$ cat src/rtl/synchronous_fifo_status_if.sv
// synchronous_fifo_status_if: producer/consumer handshake bundle for the status FIFO
interface synchronous_fifo_status_if #(
  parameter int DATA_WIDTH = 8,
  parameter int DEPTH = 8
);
  localparam int CW = $clog2(DEPTH + 1);
  logic w_en;
  logic [DATA_WIDTH-1:0] data_in;
  logic r_en;
  logic [DATA_WIDTH-1:0] data_out;
  logic rd_valid;
  logic full;
  logic empty;
  logic almost_full;
  logic almost_empty;
  logic [CW-1:0] count;
  logic err_clr;
  logic overflow;
  logic underflow;
  modport master (
    output w_en, data_in, r_en, err_clr,
    input data_out, rd_valid, full, empty, almost_full, almost_empty, count, overflow, underflow
  );
  modport slave (
    input w_en, data_in, r_en, err_clr,
    output data_out, rd_valid, full, empty, almost_full, almost_empty, count, overflow, underflow
  );
endinterface

$ cat src/rtl/synchronous_fifo_status.sv
// synchronous_fifo_status: single-clock FIFO with count, almost flags, read-valid strobe and sticky errors
module synchronous_fifo_status #(
  parameter int DEPTH = 8,
  parameter int DATA_WIDTH = 8,
  parameter int AF_TH = 6,
  parameter int AE_TH = 2,
  parameter int CW = $clog2(DEPTH + 1)
) (
  input logic clk,
  input logic rst_n,
  synchronous_fifo_status_if.slave bus
);
  localparam int AW = (DEPTH > 1) ? $clog2(DEPTH) : 1;
  logic [DATA_WIDTH-1:0] mem [DEPTH];
  logic [AW-1:0] wr_ptr, rd_ptr;
  logic [CW-1:0] cnt;
  logic wr_acc, rd_acc;
  assign bus.count = cnt;
  assign bus.full = cnt == CW'(DEPTH);
  assign bus.empty = cnt == '0;
  assign bus.almost_full = cnt >= CW'(AF_TH);
  assign bus.almost_empty = cnt <= CW'(AE_TH);
  assign wr_acc = bus.w_en && !bus.full;
  assign rd_acc = bus.r_en && !bus.empty;
  always_ff @(posedge clk)
    if (rst_n && wr_acc) mem[wr_ptr] <= bus.data_in;
  // explicit compare keeps wrap correct for non-power-of-two depths
  always_ff @(posedge clk)
    if (!rst_n) begin
      wr_ptr <= '0;
      rd_ptr <= '0;
      cnt <= '0;
      bus.data_out <= '0;
      bus.rd_valid <= 1'b0;
      bus.overflow <= 1'b0;
      bus.underflow <= 1'b0;
    end else begin
      wr_ptr <= wr_acc ? (wr_ptr == AW'(DEPTH - 1) ? '0 : wr_ptr + 1'b1) : wr_ptr;
      rd_ptr <= rd_acc ? (rd_ptr == AW'(DEPTH - 1) ? '0 : rd_ptr + 1'b1) : rd_ptr;
      cnt <= cnt + CW'(wr_acc) - CW'(rd_acc);
      bus.data_out <= rd_acc ? mem[rd_ptr] : bus.data_out;
      bus.rd_valid <= rd_acc;
      bus.overflow <= (bus.overflow && !bus.err_clr) || (bus.w_en && bus.full);
      bus.underflow <= (bus.underflow && !bus.err_clr) || (bus.r_en && bus.empty);
    end
endmodule

$ cat src/flat_wrapper.sv
// flat-port wrapper written by rule: the top's interface ports become plain ports
module synchronous_fifo_status_flat 
#(
  parameter int DEPTH = 8,
  parameter int DATA_WIDTH = 8,
  parameter int AF_TH = 6,
  parameter int AE_TH = 2,
  parameter int CW = $clog2(DEPTH + 1)
)
  (clk, rst_n, bus_w_en, bus_data_in, bus_r_en, bus_err_clr, bus_data_out, bus_rd_valid, bus_full, bus_empty, bus_almost_full, bus_almost_empty, bus_count, bus_overflow, bus_underflow);
  synchronous_fifo_status_if #(.DATA_WIDTH(DATA_WIDTH), .DEPTH(DEPTH)) bus_i ();
  input logic clk;
  input logic rst_n;
  input wire logic [$bits(bus_i.w_en)-1:0] bus_w_en;
  input wire logic [$bits(bus_i.data_in)-1:0] bus_data_in;
  input wire logic [$bits(bus_i.r_en)-1:0] bus_r_en;
  input wire logic [$bits(bus_i.err_clr)-1:0] bus_err_clr;
  output wire logic [$bits(bus_i.data_out)-1:0] bus_data_out;
  output wire logic [$bits(bus_i.rd_valid)-1:0] bus_rd_valid;
  output wire logic [$bits(bus_i.full)-1:0] bus_full;
  output wire logic [$bits(bus_i.empty)-1:0] bus_empty;
  output wire logic [$bits(bus_i.almost_full)-1:0] bus_almost_full;
  output wire logic [$bits(bus_i.almost_empty)-1:0] bus_almost_empty;
  output wire logic [$bits(bus_i.count)-1:0] bus_count;
  output wire logic [$bits(bus_i.overflow)-1:0] bus_overflow;
  output wire logic [$bits(bus_i.underflow)-1:0] bus_underflow;
  assign bus_i.w_en = bus_w_en;
  assign bus_i.data_in = bus_data_in;
  assign bus_i.r_en = bus_r_en;
  assign bus_i.err_clr = bus_err_clr;
  assign bus_data_out = bus_i.data_out;
  assign bus_rd_valid = bus_i.rd_valid;
  assign bus_full = bus_i.full;
  assign bus_empty = bus_i.empty;
  assign bus_almost_full = bus_i.almost_full;
  assign bus_almost_empty = bus_i.almost_empty;
  assign bus_count = bus_i.count;
  assign bus_overflow = bus_i.overflow;
  assign bus_underflow = bus_i.underflow;
  synchronous_fifo_status #(.DEPTH(DEPTH), .DATA_WIDTH(DATA_WIDTH), .AF_TH(AF_TH), .AE_TH(AE_TH), .CW(CW)) u_core (.clk(clk), .rst_n(rst_n), .bus(bus_i));
endmodule
$ cat config.mk
export PLATFORM = sky130hd
export DESIGN_NAME = synchronous_fifo_status_flat
export DESIGN_NICKNAME = d
export VERILOG_FILES = /design/src/rtl/synchronous_fifo_status_if.sv /design/src/rtl/synchronous_fifo_status.sv /design/src/flat_wrapper.sv
export SDC_FILE = /design/constraint.sdc
export NUM_CORES = 1
export LEC_CHECK = 0
export ABC_CLOCK_PERIOD_IN_PS = 2900
export BUFFER_PORTS_ARGS = -buffer_cell sky130_fd_sc_hd__clkbuf_2
export CORE_MARGIN = 2
export CORE_UTILIZATION = 40
export DETAILED_ROUTE_END_ITERATION = 6
export SETUP_SLACK_MARGIN = 0.15
export SYNTH_ARGS = -nofsm -noshare
export SYNTH_HDL_FRONTEND = slang
export SYNTH_SLANG_ARGS = --single-unit
$ cat constraint.sdc
create_clock -name clk -period 2.9 [get_ports clk]
set_input_delay 0.29 -clock clk [delete_from_list [all_inputs] [get_ports clk]]
set_output_delay 0.29 -clock clk [all_outputs]
set_load 0.005 [all_outputs]
==> reports/qor.csv, run 1 <==
metric,value,unit
Longest Clk Path Bufs,2,
actual slew at the worst max-slew pin,1090,ps
# setup viols final,0,
num ports,32,
max_cap viols,0,
final WL,6700,µm
GRT Total Usage,15.3,%
"EDFF count, synth",64,
crit path kind,reg -> reg,
Root Buffer,clkbuf_8,
Synth area leader,edfxtp_1,
Main synth FF type,edfxtp_1,
antenna violations before repair,0,
DIE WIDTH,97.5,µm
H-tree depth,3,
Post-DRT Antenna Nets,0,
vias in the first global route,2030,
die area,9500,µm²
mean area per synthesized cell,14.9,µm²
WL/cell,17.3,µm
total power,3150,µW
Initial Util,40.7,%
Worst EP arrival,2630,ps
share of post-route cells with drive strength above 1,22.3,%
postcts setup bufs,0,
# rows,34,
nets,299,
Port-buffer cells,31,
critical path startpoint category,flop,
Min-Delay Path Class,in -> reg,
1st-iter DRT viols,53,
die height,97.5,µm
CTS tree,built,
core area,8590,µm²
status,"finished, final reports clean",
CTS buffer count,9,
placed cell area,3780,µm²
"Hold-fix buffers, CTS",0,
min cycle time layout,2380,ps
fin crit share,81.9,%
Max Slew Vio Count,0,
largest net degree at the start of global routing,36,
Post-Syn Instances,234,
most frequent cells in the layout,"edfxtp_1 (64), mux2i_1 (32), clkbuf_2 (31)",
Clock Sinks,85,
"commonest non-fill, non-tap cell in the layout",edfxtp_1,
Syn Nets,260,
Max VDD drop,0.354,mV
antenna cells,0,
router iterations before antenna repair,4,
CP Max Fanout,6,
RSZ-0062 raised after global routing,false,
CP Capture Type,flop,
clock-pin slew on the worst setup and hold paths,90,ps
Via density,5.03,
pwr dens,785,nW/µm²
"Async S/R FF share, synth",0,%
Crit path required time,3160,ps
Area contributors post-synth,"edfxtp_1 (55%), dfxtp_1 (12%), mux2i_1 (9.2%)",
Synth Warn #,0,
Lkg Pwr,0.00146,µW
Post-route DRC,0,
GR Overflow Total,0,
Slew headroom,27.5,%
max frequency,421,MHz
post-synth top area share,55.0,%
clock latency on the worst-skew pair,360,ps
Syn-to-layout area delta,14.7,%
final setup TNS,0,ps
"Seq/Total Area, Yosys",67.0,%
synthesis-stage register bit count,85,
mapped cell area,3500,µm²
vias post-DR,1942,
hpwl dp,4190,µm
Final Hold Vio Count,0,
final clock skew,10.7,ps
post-route design area,4010,µm²
post-CTS sizing,0,
GP Congestion,0.764,
Netlist cell types,37,
first-pass GRT wire length,10800,µm
worst paths after layout:
path / end / startpoint / depth (start not counted) / slack [ps]
max: u_core.bus.count[2] / u_core.bus.count[3] / 12 / 520
min: u_core.mem[7][4] / bus_data_in[4] / 1 / 210
max reg2reg: u_core.bus.count[2] / u_core.bus.count[3] / 12 / 520
min reg2reg: u_core.bus.data_out[3] / u_core.bus.data_out[3] / 1 / 470
cells by family (layout without fill, tap and decap cells):
logic type / Yosys count / after routing / synth area share, %
adders and majority gates: 13 / 13 / 4.87
muxes: 32 / 32 / 9.16
xor gates and xnor gates: 2 / 2 / 0.501
DFF: 85 / 85 / 67.0
buffers and inverters: 21 / 65 / 2.97
AOI/OAI and AO/OA: 35 / 35 / 7.95
and+or+nand+nor: 46 / 46 / 7.55
state kept, by name (all words and copies together), names as in the netlist:
register / count
u_core.bus.rd_valid: 1
u_core.bus.underflow: 1
u_core.rd_ptr: 3
u_core.wr_ptr: 3
u_core.bus.count: 4
u_core.bus.overflow: 1
u_core.bus.data_out: 8
u_core.mem: 64
cell usage after synthesis (2+ instances only):
cell / n
edfxtp_1: 64
mux2i_1: 32
dfxtp_1: 21
a22oi_1: 16
ha_1: 12
nand2_1: 12
a32o_1: 9
inv_1: 9
nor2_1: 7
nor2b_1: 7
a21boi_0: 6
and2_1: 4
a21oi_1: 3
buf_1: 3
buf_4: 3
buf_2: 2
nand2b_1: 2
nand4b_1: 2
nor3_1: 2
power by group:
group / switching (µW) / leakage (µW) / internal [µW] / total (µW)
clock network: 445 / 0.000111 / 497 / 942
logic: 313 / 0.000598 / 351 / 665
registers: 136 / 0.000751 / 1410 / 1540
total: 894 / 0.00146 / 2250 / 3150
critical path, cell delays in order, from the launching register on:
cell and delay, ps:
dfxtp_1 340, inv_1 130, ha_1 180, nor3b_2 220
nand2b_4 200, inv_4 50, ha_1 260, inv_1 60
ha_1 150, inv_1 50, fa_1 370, xnor2_1 130
and2_1 150
through the flow:
step | std cells | hold slack (ps) | setup WS [ps] | utilization (%)
2_1_floorplan | 234 | 389 | 609 | -
3_3_place_gp | 370 | 451 | 572 | 44.0
3_5_place_dp | 370 | 460 | 517 | 44.0
4_1_cts | 386 | 191 | 503 | 46.7
5_1_grt | 386 | 205 | 321 | 46.7
6_report | 386 | 206 | 524 | 46.7
area by class of cell:
cell class                 count  area, µm²
fill                         773       4580
sequential                    85       2340
multi-input combinational    128       1050
timing repair buffer          39        215
tap                          108        135
clock buffer                   9        124
clock inverter                 7        103
inverter                      10       40.0
routing by layer:
layer | routed length, µm | vias to the layer above | track usage [%]
li1 | - | 957 | -
met1 | 2980 | 941 | 19.3
met2 | 3310 | 33 | 24.9
met3 | 240 | 11 | 2.88
met4 | 170 | 0 | 8.12
met5 | 0 | - | 0
Power figures use the tool's default switching activity.
==> inputs of run 2 (changes only) <==
--- a/config.mk
+++ b/config.mk
@@ -5,7 +5,7 @@
 export SDC_FILE = /design/constraint.sdc
 export NUM_CORES = 1
 export LEC_CHECK = 0
-export ABC_CLOCK_PERIOD_IN_PS = 2900
+export ABC_CLOCK_PERIOD_IN_PS = 2250
 export BUFFER_PORTS_ARGS = -buffer_cell sky130_fd_sc_hd__clkbuf_2
 export CORE_MARGIN = 2
 export CORE_UTILIZATION = 40
==> constraint.sdc (replaced) <==
create_clock -name clk -period 2.25 [get_ports clk]
set_input_delay 0.225 -clock clk [delete_from_list [all_inputs] [get_ports clk]]
set_output_delay 0.225 -clock clk [all_outputs]
set_load 0.005 [all_outputs]
==> run 2 against run 1 <==
Against the previous run: count of clock-buffer cells in the layout did not move; combinational power rose by 71%; global-route usage fell by 0.073 points; sequential cell count did not move; non-clock buffer count rose by 13; critical endpoint unchanged.
==> reports/qor.csv, run 2 (synthesis gave the netlist of run 1 again) <==
metric,value,unit,change
status,"finished, final reports clean",,
Port-buffer cells,31,,unchanged
total power,4020,µW,+28%
clock latency on the worst-skew pair,360,ps,about the same
WL/cell,17.4,µm,about the same
H-tree depth,3,,unchanged
hold_sp,bus_data_in[0],,
Post-DRT Antenna Nets,0,,unchanged
Inst Count DP,380,,+2.7%
fin crit share,93.2,%,+11 points
Initial Util,40.7,%,unchanged
Syn-to-layout area delta,18.5,%,
Crit path required time,2510,ps,-650 ps
most frequent cells in the layout,"edfxtp_1 (64), mux2i_1 (32), clkbuf_2 (31)",,
R2R Setup Slk,150,ps,-370 ps
1st-iter DRT viols,63,,+19%
vias in the first global route,2019,,-0.54%
antenna cells,0,,unchanged
first-pass GRT wire length,10800,µm,+0.13%
combinational share of power,28.3,%,+7.2 points
cell mode on critical path,ha_4,,
crit path kind,reg -> reg,,
Worst EP arrival,2350,ps,-280 ps
Max stage delay on crit path,350,ps,-20 ps
antenna violations before repair,0,,unchanged
Int Pwr,2800,µW,+24%
largest net degree at the start of global routing,36,,unchanged
CTS buffer count,9,,unchanged
Switch Pwr,1220,µW,+36%
router iterations before antenna repair,5,,+1
GRT Total Usage,15.2,%,-0.073 points
CTS tree,built,,
"Hold-fix buffers, CTS",0,,unchanged
final setup TNS,0,ps,unchanged
Lkg Pwr,0.00150,µW,+2.7%
num ports,32,,unchanged
max_cap viols,0,,unchanged
die area,9500,µm²,unchanged
R2R cell count,12,,unchanged
Longest Clk Path Bufs,2,,unchanged
max frequency,477,MHz,+13%
WHS Path Cells,1,,unchanged
DIE WIDTH,97.5,µm,unchanged
vias post-DR,2043,,+5.2%
final WL,6920,µm,+3.4%
critical path startpoint category,flop,,
# setup viols final,0,,unchanged
CP Cell Sequence,inv_4 -> ha_4 -> nor3b_4 -> nand2b_4 -> inv_4 -> ha_4 -> inv_2 -> ha_4 -> inv_2 -> fa_2 -> xnor2_1 -> and2_1,,
actual slew at the worst max-slew pin,552,ps,-536 ps
final setup margin,153,ps,-371 ps
worst reg2reg endpoint,u_core.bus.count[2],,
Hold EP,u_core.mem[1][0],,
Final Hold Vio Count,0,,unchanged
min cycle time layout,2100,ps,-279 ps
GP Congestion,0.787,,+3.0%
final clock skew,6.85,ps,-3.87 ps
Non-Filler Instances,399,,+3.4%
worst r2r src,u_core.bus.count[2],,
CP Max Fanout,4,,-2
FILL cells,768,,-0.65%
# rows,34,,unchanged
sequential group share of total power,47.7,%,-1.3 points
Post-route DRC,0,,unchanged
Clock Sinks,85,,unchanged
Max VDD drop,0.476,mV,+34%
Net Sw Frac,30.3,%,+1.9 points
pwr dens,971,nW/µm²,+24%
Root Buffer,clkbuf_8,,
clock-pin slew on the worst setup and hold paths,90,ps,about the same
Slew headroom,63.2,%,+36 points
Min-Delay Path Class,in -> reg,,
Largest Register,u_core.mem,,
nets,312,,+4.3%
CP Capture Type,flop,,
GR Overflow Total,0,,unchanged
Max Slew Vio Count,0,,unchanged
hpwl dp,4400,µm,+5.0%
Clock power frac,24.0,%,-5.9 points
Post-Place Worst Slack,101,ps,-416 ps
Critical-path top delay cell,dfxtp_2,,
die height,97.5,µm,unchanged
core area,8590,µm²,unchanged
share of post-route cells with drive strength above 1,30.9,%,+8.6 points
"commonest non-fill, non-tap cell in the layout",edfxtp_1,,
max reg flops,64,,unchanged
Via density,5.12,,+1.8%
RSZ-0062 raised after global routing,true,,
[run 2: cell count changes in the layout (fill, tap and decap cells not counted), moves of 2 or more]
cell	previous run	this run
ha_1	12	9
bufinv_16	2	0
nor2_2	0	4
clkinv_4	0	2
clkinv_2	0	2
inv_1	9	5
inv_6	4	2
dfxtp_1	20	18
inv_2	0	2
ha_4	0	3
nor2_1	7	3
buf_4	8	20
[run 2: worst max path at each step]
| stage | startpoint | slack (ps) | cells after the start | end |
|---|---|---|---|---|
| CTS | u_core.bus.count[2] | 120 | 12 | u_core.bus.count[2] |
| finish | u_core.bus.count[2] | 150 | 12 | u_core.bus.count[2] |
| global route | u_core.bus.count[2] | 30 | 12 | u_core.bus.count[3] |
| detailed placement | u_core.bus.count[2] | 100 | 12 | u_core.bus.count[2] |
| floorplan | u_core.bus.count[2] | 170 | 12 | u_core.bus.count[2] |
| global placement | u_core.bus.count[2] | 110 | 12 | u_core.bus.count[2] |
[run 2: final cells by class]
cell class / instances / area (µm²) / share of cell area [%]
Inverter: 10 / 47.5 / 1.15
Tap cell: 108 / 135 / 3.26
Sequential cell: 85 / 2350 / 56.7
Clock buffer: 9 / 124 / 2.99
Clock inverter: 7 / 51.3 / 1.24
Timing Repair Buffer: 52 / 325 / 7.85
Multi-Input combinational cell: 128 / 1110 / 26.8
[run 2: routing by layer]
layer | vias to the layer above | track usage [%] | routed length (µm)
met2 | 49 | 23.4 | 3220
met5 | - | 0 | 0
met3 | 15 | 3.67 | 368
met4 | 0 | 7.91 | 180
li1 | 987 | - | -
met1 | 992 | 20.0 | 3160
[run 2: through the flow]
step | cell area, µm² | hold WS (ps) | utilization [%]
final | 4140 | 151 | 48.2
after global routing | 4140 | 151 | 48.2
after CTS | 4110 | 144 | 47.8
after detailed placement | 3920 | 463 | 45.6
after global placement | 3920 | 454 | 45.6
after floorplan | 3550 | 324 | -
[run 2: critical path: cells and delay by family (launching register included)]
family / cells / cell delay [ps]
AND/OR/NAND/NOR: 3 / 510
XOR/XNOR: 1 / 130
buffers and inverters: 4 / 210
adder cells (fa/ha/maj): 4 / 790
flip-flops: 1 / 350
[run 2: what timing repair did]
action,CTS,global route
gates resized for setup,2,6
setup buffers,1,2
hold endpoints to repair,0,0
setup endpoints to repair,19,19
[run 2: power by group through the flow]
stage	Clock, µW	Combinational [µW]	Sequential, µW
3_3_place_gp	0	1090	1940
5_1_grt	1050	1260	1930
3_5_place_dp	0	1100	1950
4_1_cts	981	1110	1910
6_report	965	1140	1920
2_1_floorplan	0	756	1940
==> inputs of run 3 (changes only) <==
--- a/config.mk
+++ b/config.mk
@@ -9,6 +9,7 @@
 export BUFFER_PORTS_ARGS = -buffer_cell sky130_fd_sc_hd__clkbuf_2
 export CORE_MARGIN = 2
 export CORE_UTILIZATION = 40
+export CTS_BUF_LIST = sky130_fd_sc_hd__clkbuf_16
 export DETAILED_ROUTE_END_ITERATION = 6
 export SETUP_SLACK_MARGIN = 0.15
 export SYNTH_ARGS = -nofsm -noshare
==> run 3 against run 2 <==
Against the previous run: die area is the same; largest power group unchanged; sequential cell count is the same; fmax grew 0.38%; design area grew 2.7%; critical endpoint is now u_core.mem[2][3]; core utilization grew 1.3 points.
==> reports/qor.csv, run 3 (synthesis gave the netlist of run 1 again) <==
metric,value,unit,change
final WL,6970,µm,+0.59%
H-tree depth,3,,unchanged
WL/cell,17.4,µm,about the same
Hold EP,u_core.mem[5][7],,
hold_sp,bus_data_in[7],,
largest net degree at the start of global routing,36,,unchanged
CTS buffer count,9,,unchanged
core area,8590,µm²,unchanged
vias in the first global route,1997,,-1.1%
fin crit share,92.8,%,-0.35 points
Critical-path top delay cell,nor2_1,,
Worst EP arrival,2050,ps,-300 ps
Via density,5.14,,+0.38%
worst r2r src,u_core.bus.count[2],,
final clock skew,4.00,ps,-2.85 ps
router iterations before antenna repair,4,,-1
Longest Clk Path Bufs,2,,unchanged
Initial Util,40.7,%,unchanged
"commonest non-fill, non-tap cell in the layout",edfxtp_1,,
crit path kind,reg -> reg,,
die area,9500,µm²,unchanged
share of post-route cells with drive strength above 1,30.7,%,-0.21 points
Max Slew Vio Count,0,,unchanged
first-pass GRT wire length,10800,µm,+0.19%
Post-DRT Antenna Nets,0,,unchanged
max reg flops,64,,unchanged
post-route design area,4260,µm²,+2.7%
Crit path required time,2210,ps,-300 ps
status,"finished, final reports clean",,
antenna violations before repair,0,,unchanged
actual slew at the worst max-slew pin,863,ps,+311 ps
DIE WIDTH,97.5,µm,unchanged
final setup TNS,0,ps,unchanged
R2R cell count,5,,-7
worst reg2reg endpoint,u_core.mem[2][3],,
vias post-DR,2061,,+0.88%
# setup viols final,0,,unchanged
RSZ-0062 raised after global routing,true,,
critical path startpoint category,flop,,
die height,97.5,µm,unchanged
most frequent cells in the layout,"edfxtp_1 (64), mux2i_1 (32), clkbuf_2 (31)",,
GR Overflow Total,0,,unchanged
FILL cells,755,,-1.7%
Hold Worst Slack,180,ps,+29.1 ps
M2 GR Usage,24.0,%,+0.58 points
clock-pin slew on the worst setup and hold paths,60,ps,-30 ps
1st-iter DRT viols,74,,+17%
WHS Path Cells,1,,unchanged
Largest Register,u_core.mem,,
placed cell area,3920,µm²,unchanged
max_cap viols,0,,unchanged
Clock Sinks,85,,unchanged
grt met1 use,19.8,%,-0.17 points
Port-buffer cells,31,,unchanged
Max VDD drop,0.494,mV,+3.8%
CTS tree,built,,
nets,314,,+0.64%
max frequency,479,MHz,+0.38%
gr busiest metal,met2,,
CP Capture Type,flop,,
grt met3 use,3.53,%,-0.14 points
Lkg Pwr,0.00156,µW,+3.8%
Final Hold Vio Count,0,,unchanged
num ports,32,,unchanged
R2R Setup Slk,160,ps,about the same
GP Congestion,0.787,,unchanged
total power,4430,µW,+10%
# rows,34,,unchanged
hpwl dp,4400,µm,unchanged
pwr dens,1040,nW/µm²,+7.2%
Max stage delay on crit path,710,ps,+360 ps
Post-route DRC,0,,unchanged
CP Max Fanout,8,,+4
GRT Total Usage,15.3,%,+0.097 points
antenna cells,0,,unchanged
clock latency on the worst-skew pair,330,ps,-30 ps
CP Cell Sequence,inv_4 -> ha_1 -> or3b_1 -> nand4b_1 -> nor2_1,,
Slew headroom,42.2,%,-21 points
Syn-to-layout area delta,21.7,%,
Root Buffer,clkbuf_16,,
Min-Delay Path Class,in -> reg,,
min cycle time layout,2090,ps,-7.86 ps
[run 3: cell types whose count changed in the layout (fill, tap and decap cells not counted)]
cell       delta
clkbuf_16     +9
buf_4         +2
nor2_1        +2
dfxtp_2       -1
dfxtp_4       +1
nor2_2        -2
clkbuf_8      -9
[run 3: worst max-delay path by stage]
stage	start	endpoint	slack, ps	cells after the start
final	u_core.bus.count[2]	u_core.mem[2][3]	160	5
after detailed placement	u_core.bus.count[2]	u_core.bus.count[2]	100	12
after CTS	u_core.bus.count[2]	u_core.bus.count[2]	130	12
after global routing	u_core.bus.count[2]	u_core.bus.count[3]	30	12
after global placement	u_core.bus.count[2]	u_core.bus.count[2]	110	12
after floorplan	u_core.bus.count[2]	u_core.bus.count[2]	170	12
[run 3: power by group]
part	switching (µW)	total [µW]	internal [µW]	leakage (µW)
clock network	597	1350	750	0.000132
registers	99.2	1920	1820	0.000752
logic	560	1160	596	0.000673
[run 3: what timing repair did]
action | 4_1_cts | 5_1_grt
buffers inserted | 1 | 4
gates resized for setup | 1 | 6
hold buffers | 0 | 0
hold endpoints to repair | 0 | 0
pin swaps | 0 | 1
setup endpoints to repair | 10 | 27
gates cloned | 0 | 0
[run 3: through the flow]
| step | cells | setup WS (ps) | utilization [%] |
|---|---|---|---|
| 6_report | 401 | 161 | 49.5 |
| 5_1_grt | 401 | 29.9 | 49.5 |
| 4_1_cts | 397 | 126 | 49.0 |
| 3_5_place_dp | 380 | 101 | 45.6 |
| 3_3_place_gp | 380 | 114 | 45.6 |
| 2_1_floorplan | 234 | 168 | - |
[run 3: routing by layer]
metal / vias to the layer above / share of wire, %
met4: 0 / 2.3
li1: 999 / -
met3: 11 / 3.6
met2: 42 / 48
met1: 1009 / 46
met5: - / 0
[run 3: cell type report]
type	instances	area, µm²	area share [%]
clock inverters	7	51.3	1.21
well taps	108	135	3.18
flip-flops and latches	85	2350	55.2
clock buffers	9	225	5.29
multi-input cells	128	1100	26.0
inverters	10	47.5	1.12
repair buffers	54	340	8.00
[run 3: worst max-delay path, delay by kind of cell (launching register included)]
family,cells,cell delay (ps)
buf+inv,1,50
flops,1,370
fa+ha+maj,1,170
simple gates,3,1130
